`config.mk`:
```
export PLATFORM = sky130hd
export DESIGN_NAME = bk_add_sched
export DESIGN_NICKNAME = d
export VERILOG_FILES = /design/src/rtl/bk_add_sched.sv
export SDC_FILE = /design/constraint.sdc
export NUM_CORES = 1
export LEC_CHECK = 0
export ABC_AREA = 1
export CORE_AREA = 4 4 165 103
export CTS_BUF_LIST = sky130_fd_sc_hd__clkbuf_16
export DETAILED_ROUTE_END_ITERATION = 16
export DIE_AREA = 0 0 169 107
export PLACE_DENSITY = 0.88
export RECOVER_POWER = 50
export SLEW_MARGIN = 20
export SYNTH_ARGS = -nofsm -noshare
export SYNTH_HDL_FRONTEND = slang
export SYNTH_SLANG_ARGS = --single-unit
```
`constraint.sdc`:
```
create_clock -name clk -period 3.9 [get_ports clk]
set_input_delay 0.585 -clock clk [delete_from_list [all_inputs] [get_ports clk]]
set_output_delay 0.585 -clock clk [all_outputs]
set_load 0.1 [all_outputs]
```
`src/rtl/bk_add_sched.sv`:
```
// Two-requester 32-bit adder scheduler: a single 16-bit Brent-Kung adder is
// time-shared across low, high and carry-propagate passes for each operation.

module bk_add16 (
    input  logic [15:0] a_i,
    input  logic [15:0] b_i,
    output logic [16:0] s_o
);

    // Brent-Kung prefix tree: up-sweep builds power-of-two group carries,
    // down-sweep fills in the remaining prefixes.
    function automatic logic [16:0] bk_sum(input logic [15:0] a, input logic [15:0] b);
        logic [15:0] p;
        logic [15:0] gg;
        logic [15:0] pp;
        logic [16:0] s;
        int          i;
        p  = a ^ b;
        gg = a & b;
        pp = p;
        for (int lv = 0; lv < 4; lv++) begin
            for (int k = 0; k < (8 >> lv); k++) begin
                i      = (k << (lv + 1)) + (2 << lv) - 1;
                gg[i]  = gg[i] | (pp[i] & gg[i - (1 << lv)]);
                pp[i]  = pp[i] & pp[i - (1 << lv)];
            end
        end
        for (int lv = 2; lv >= 0; lv--) begin
            for (int k = 0; k < (8 >> lv) - 1; k++) begin
                i      = (3 << lv) - 1 + (k << (lv + 1));
                gg[i]  = gg[i] | (pp[i] & gg[i - (1 << lv)]);
                pp[i]  = pp[i] & pp[i - (1 << lv)];
            end
        end
        s[0] = p[0];
        for (int j = 1; j < 16; j++) begin
            s[j] = p[j] ^ gg[j - 1];
        end
        s[16] = gg[15];
        return s;
    endfunction

    assign s_o = bk_sum(a_i, b_i);

endmodule

module bk_add_sched (
    input  logic        clk,
    input  logic        rst_n,
    input  logic        req0_valid,
    output logic        req0_ready,
    input  logic [31:0] req0_a,
    input  logic [31:0] req0_b,
    input  logic        req1_valid,
    output logic        req1_ready,
    input  logic [31:0] req1_a,
    input  logic [31:0] req1_b,
    output logic        rsp_valid,
    input  logic        rsp_ready,
    output logic        rsp_id,
    output logic [32:0] rsp_sum,
    output logic [15:0] op_cnt,
    output logic [15:0] inc_cnt
);

    typedef enum logic [2:0] {
        IDLE = 3'd0,
        LO   = 3'd1,
        HI   = 3'd2,
        INC  = 3'd3,
        DONE = 3'd4
    } state_t;

    state_t      state_q, state_d;
    logic        last_grant_q, last_grant_d;
    logic [31:0] a_q, a_d;
    logic [31:0] b_q, b_d;
    logic        id_q, id_d;
    logic [15:0] lo_q, lo_d;
    logic [16:0] hi_q, hi_d;
    logic        c_q, c_d;
    logic        rsp_valid_q, rsp_valid_d;
    logic [15:0] op_cnt_q, op_cnt_d;
    logic [15:0] inc_cnt_q, inc_cnt_d;

    logic        grant_s;
    logic [15:0] add_a_s;
    logic [15:0] add_b_s;
    logic [16:0] add_sum_s;

    bk_add16 u_add (
        .a_i (add_a_s),
        .b_i (add_b_s),
        .s_o (add_sum_s)
    );

    // Round-robin arbitration; readys only ever asserted while idle.
    always_comb begin
        grant_s = 1'b0;
        if (req0_valid && req1_valid) begin
            grant_s = ~last_grant_q;
        end else if (req1_valid) begin
            grant_s = 1'b1;
        end else begin
            grant_s = 1'b0;
        end
        req0_ready = (state_q == IDLE) && req0_valid && !grant_s;
        req1_ready = (state_q == IDLE) && req1_valid && grant_s;
    end

    // Adder operand selection per pass.
    always_comb begin
        add_a_s = 16'h0000;
        add_b_s = 16'h0000;
        case (state_q)
            LO: begin
                add_a_s = a_q[15:0];
                add_b_s = b_q[15:0];
            end
            HI: begin
                add_a_s = a_q[31:16];
                add_b_s = b_q[31:16];
            end
            INC: begin
                add_a_s = hi_q[15:0];
                add_b_s = 16'h0001;
            end
            default: begin
                add_a_s = 16'h0000;
                add_b_s = 16'h0000;
            end
        endcase
    end

    // Next-state and datapath register updates.
    always_comb begin
        state_d      = state_q;
        last_grant_d = last_grant_q;
        a_d          = a_q;
        b_d          = b_q;
        id_d         = id_q;
        lo_d         = lo_q;
        hi_d         = hi_q;
        c_d          = c_q;
        rsp_valid_d  = rsp_valid_q;
        op_cnt_d     = op_cnt_q;
        inc_cnt_d    = inc_cnt_q;
        case (state_q)
            IDLE: begin
                if (req0_ready || req1_ready) begin
                    a_d          = grant_s ? req1_a : req0_a;
                    b_d          = grant_s ? req1_b : req0_b;
                    id_d         = grant_s;
                    last_grant_d = grant_s;
                    state_d      = LO;
                end else begin
                    state_d = IDLE;
                end
            end
            LO: begin
                lo_d    = add_sum_s[15:0];
                c_d     = add_sum_s[16];
                state_d = HI;
            end
            HI: begin
                hi_d = add_sum_s;
                if (c_q) begin
                    state_d = INC;
                end else begin
                    state_d     = DONE;
                    rsp_valid_d = 1'b1;
                end
            end
            INC: begin
                hi_d        = {hi_q[16] | add_sum_s[16], add_sum_s[15:0]};
                inc_cnt_d   = (inc_cnt_q == 16'hFFFF) ? inc_cnt_q : inc_cnt_q + 16'd1;
                state_d     = DONE;
                rsp_valid_d = 1'b1;
            end
            DONE: begin
                if (rsp_ready) begin
                    rsp_valid_d = 1'b0;
                    op_cnt_d    = (op_cnt_q == 16'hFFFF) ? op_cnt_q : op_cnt_q + 16'd1;
                    state_d     = IDLE;
                end else begin
                    state_d = DONE;
                end
            end
            default: begin
                state_d     = IDLE;
                rsp_valid_d = 1'b0;
            end
        endcase
    end

    // State and datapath registers.
    always_ff @(posedge clk or negedge rst_n) begin
        if (!rst_n) begin
            state_q      <= IDLE;
            last_grant_q <= 1'b1;
            a_q          <= 32'h0000_0000;
            b_q          <= 32'h0000_0000;
            id_q         <= 1'b0;
            lo_q         <= 16'h0000;
            hi_q         <= 17'h0_0000;
            c_q          <= 1'b0;
            rsp_valid_q  <= 1'b0;
            op_cnt_q     <= 16'h0000;
            inc_cnt_q    <= 16'h0000;
        end else begin
            state_q      <= state_d;
            last_grant_q <= last_grant_d;
            a_q          <= a_d;
            b_q          <= b_d;
            id_q         <= id_d;
            lo_q         <= lo_d;
            hi_q         <= hi_d;
            c_q          <= c_d;
            rsp_valid_q  <= rsp_valid_d;
            op_cnt_q     <= op_cnt_d;
            inc_cnt_q    <= inc_cnt_d;
        end
    end

    assign rsp_valid = rsp_valid_q;
    assign rsp_id    = id_q;
    assign rsp_sum   = {hi_q, lo_q};
    assign op_cnt    = op_cnt_q;
    assign inc_cnt   = inc_cnt_q;

endmodule

```
==> impl_metrics.csv <==
group,metric,value,unit
power,pwr_density_cell,920.4,nW/um2
detailed_routing,route.detailed.drc,0,
power,finalPower,9.327,mW
detailed_routing,drt_pre_antenna_iters,5,
synth,netlist_instances,931,
synth,synth-seq-area-share,45.56,%
clocking,path_clk_slew,0.07,ns
clocking,cts_root_buffer_type,"clkbuf_16",
critical_path,crit_path_start_kind,"flop",
synth,yosysTopAreaCell,"dfrtp_1",
timing,timing.final.crit_share,88.56,%
power,p_leak,4.834,nW
detailed_routing,totalWireLength,23510,um
synth,avgSynthCellArea,8.026,um2
finish,antenna_cell_count,0,
finish,design.final.nets,1274,
synth,complex_gate_fraction_of_the_synthesized_area,16.81,%
synth,yosysUniqueCellTypes,33,
timing,slew_hr,-60.98,%
finish,final_cell_mix,"295 x nand2_1, 197 x clkdlybuf4s50_1, 135 x dfrtp_1",
power,peakVddDrop,0.6761,mV
grt,grt_start_max_net_pins,96,
synth,synth_adder_area_share,4.990,%
detailed_routing,route.detailed.vias_per_inst,5.340,
critical_path,worstSetupEndpointType,"flop",
timing,skew_final,0.01159,ns
placement,place.detailed.hpwl,17500,um
status,status,"finished with violations",
die,floorplan.die.height,107,um
die,core_area,15280,um2
timing,grt_setup_unrepaired,"no",
timing,final_max_slew_viol_count,112,
synth,synth_warnings,0,
synth,count_of_flip_flops_with_a_built_in_enable_after_synthesis,0,
timing,max_clock_freq,0.2895,GHz
die,placement_rows,35,
grt,wire_length_of_the_first_global_routing_pass,37140,um
critical_path,path_common_cell,"nand2_1",
clocking,cts.repair_timing.setup_buffer_count,0,
die,die_w,169,um
timing,worst_hold_slack,0.4720,ns
critical_path,crit_path_cell_trace,"nor2_2 > nand2_1 > buf_4 > o22ai_1 > fa_1 > nand3_1 > nand3_1 > nand2_1 > nand2_1 > nand2_1 > nand2_1 > a21oi_1 > fa_1 > xnor2_1 > nand2_1 > nand2_1",
synth,syn-num-nets,1089,
critical_path,max_stage_delay,0.42,ns
critical_path,path_class,"flop to flop",
critical_path,cp_slowest_cell,"dfrtp_1",
finish,syn2layout_area_growth,35.62,%
timing,finalSetupTns,0,ns
synth,asyncSetResetFlopFracSynth,100.0,%
clocking,cts_buffer_depth,2,
detailed_routing,ant_nets,0,
placement,finalWeightedCongestion,0.9204,
critical_path,path_delay_family,"simple AND/OR/NAND/NOR gates",
placement,port_buffers,201,
detailed_routing,wl_per_cell,17.66,um
timing,timing.final.setup_violations,0,
worst_hold_path,worst_hold_check_path_type,"flop to flop",
timing,timing_worst_slew_pin_value,2.415,ns
synth,synth_top_area_share,45.21,%
timing,timing_hold_violations_final,0,
synth,postSynth.topFlopCell,"dfrtp_1",
clocking,number_of_buffers_created_by_cts,17,
status,violated_checks,"max-capacitance violations, max-slew violations",
timing,finalWorstPathRequiredPeriod,3.454,ns
clocking,cts_num_sinks,136,
grt,grt_util_all_layers,26.18,%
grt,first_global_vias,6895,
run,number_of_max_capacitance_violations_reported,2,
grt,overflow,0,
critical_path,required,4.26,ns
die,die-area,18080,um2
clocking,tritoncts_clock_tree,"yes",
synth,synth_seq_cells,136,
critical_path,worst-path-max-fanout,13,
clocking,clock_latency,0.43,ns
critical_path,worst_ep_arrival_time,3.82,ns
synth,synth_top_family_by_area,"simple AND/OR/NAND/NOR gates",
die,pin_count,202,
synth,post_synth_xor_area_fraction,3.399,%
synth,yosys-mux-area-fraction,0,%
synth,synth_simple_gate_area_share,19.99,%
detailed_routing,dr.first_iter.drc_count,535,
die,initial_utilization,48.89,%
finish,final_common_cell,"nand2_1",
clocking,cts_hold_buf,0,
clocking,cts-resized-gates,0,
synth,synthTopCellsByArea,"dfrtp_1 45%, nand2_1 15%, a22oi_1 6.5%, inv_1 6.1%, a21oi_1 4.6%",
grt,number_of_antenna_violations_at_the_first_check_in_global_routing,0,
detailed_routing,detailroute.via_count,7108,
finish,post_route_cells_drive_above_1_share,4.876,%
synth,syn_area,7472,um2
clocking,cts_max_level,4,
critical_path,critPathBufInv,1,
## report_power, final
group / switching, mW / total (mW) / internal (mW)
combinational: 3.83 / 5.38 / 1.55
sequential: 0.341 / 2.34 / 2.00
clock: 0.663 / 1.60 / 0.942
## area by class of cell
class / count / area [um2]
fill: 1237 / 5150
inverter: 124 / 465.4
sequential: 136 / 3405
timing repair buffer: 211 / 2087
clock inverter: 14 / 151.4
multi-input combinational: 626 / 3346
clock buffer: 17 / 425.4
tap: 203 / 254.0
## layer usage
layer / GRT usage, % / part of all wire (%) / wire (um) / vias to the layer above
met2: 39.05 / 44 / 10310 / 330
met3: 8.180 / 9.5 / 2232 / 50
met1: 36.99 / 44 / 10450 / 3336
li1: - / - / - / 3392
met4: 7.237 / 2.2 / 512 / 0
met5: 0 / 0 / 0 / -
## synth_stat cells, types with 15 or more instances
master,instances
xnor2_1,16
clkbuf_1,21
buf_2,18
a21oi_1,69
inv_1,121
o22ai_1,15
nand2_1,295
nor2_1,39
ha_1,17
a22oi_1,65
dfrtp_1,135
o21ai_0,33
## cells by family after synthesis
family	count (synthesis)
fa+ha+maj	25
xor+xnor	29
buf+inv	169
flops	136
compound gates	200
simple gates	372
## sequential cells by signal, summed over array words and instances (netlist names)
name / count
state_q: 3
op_cnt: 16
rsp_id: 1
rsp_valid: 1
a_q: 32
last_grant_q: 1
c_q: 1
lo_q: 16
b_q: 32
inc_cnt: 16
hi_q: 17
## through the flow
step	area (um2)	instances	utilization, %	setup WS, ns
after floorplan	7472	931	-	0.9371
after global routing	10130	1331	66.30	0.2356
after detailed placement	9622	1300	62.96	0.5321
after global placement	9622	1300	62.96	0.7152
final	10130	1331	66.30	0.4463
after CTS	10200	1331	66.73	0.4956
## worst paths after layout
path | start | end | slack (ns) | cells after the start
worst max-delay path | state_q[2] | lo_q[15] | 0.45 | 16
worst min-delay path | last_grant_q | last_grant_q | 0.47 | 2
worst max register to register | state_q[2] | lo_q[15] | 0.45 | 16
worst min register to register | last_grant_q | last_grant_q | 0.47 | 2
max in group asynchronous | rst_n | lo_q[0] | 0.94 | 2
min in group asynchronous | rst_n | a_q[21] | 0.85 | 1
## worst reg2reg max path, delay by kind of cell (launching register included)
family	cells	cell delay [ns]
AO/OA/AOI/OAI	2	0.38
XOR/XNOR	1	0.22
adder cells (fa/ha/maj)	2	0.68
buffers and inverters	1	0.30
flip-flops	1	0.42
AND/OR/NAND/NOR	10	1.39
(Power assumes the default switching activity.)
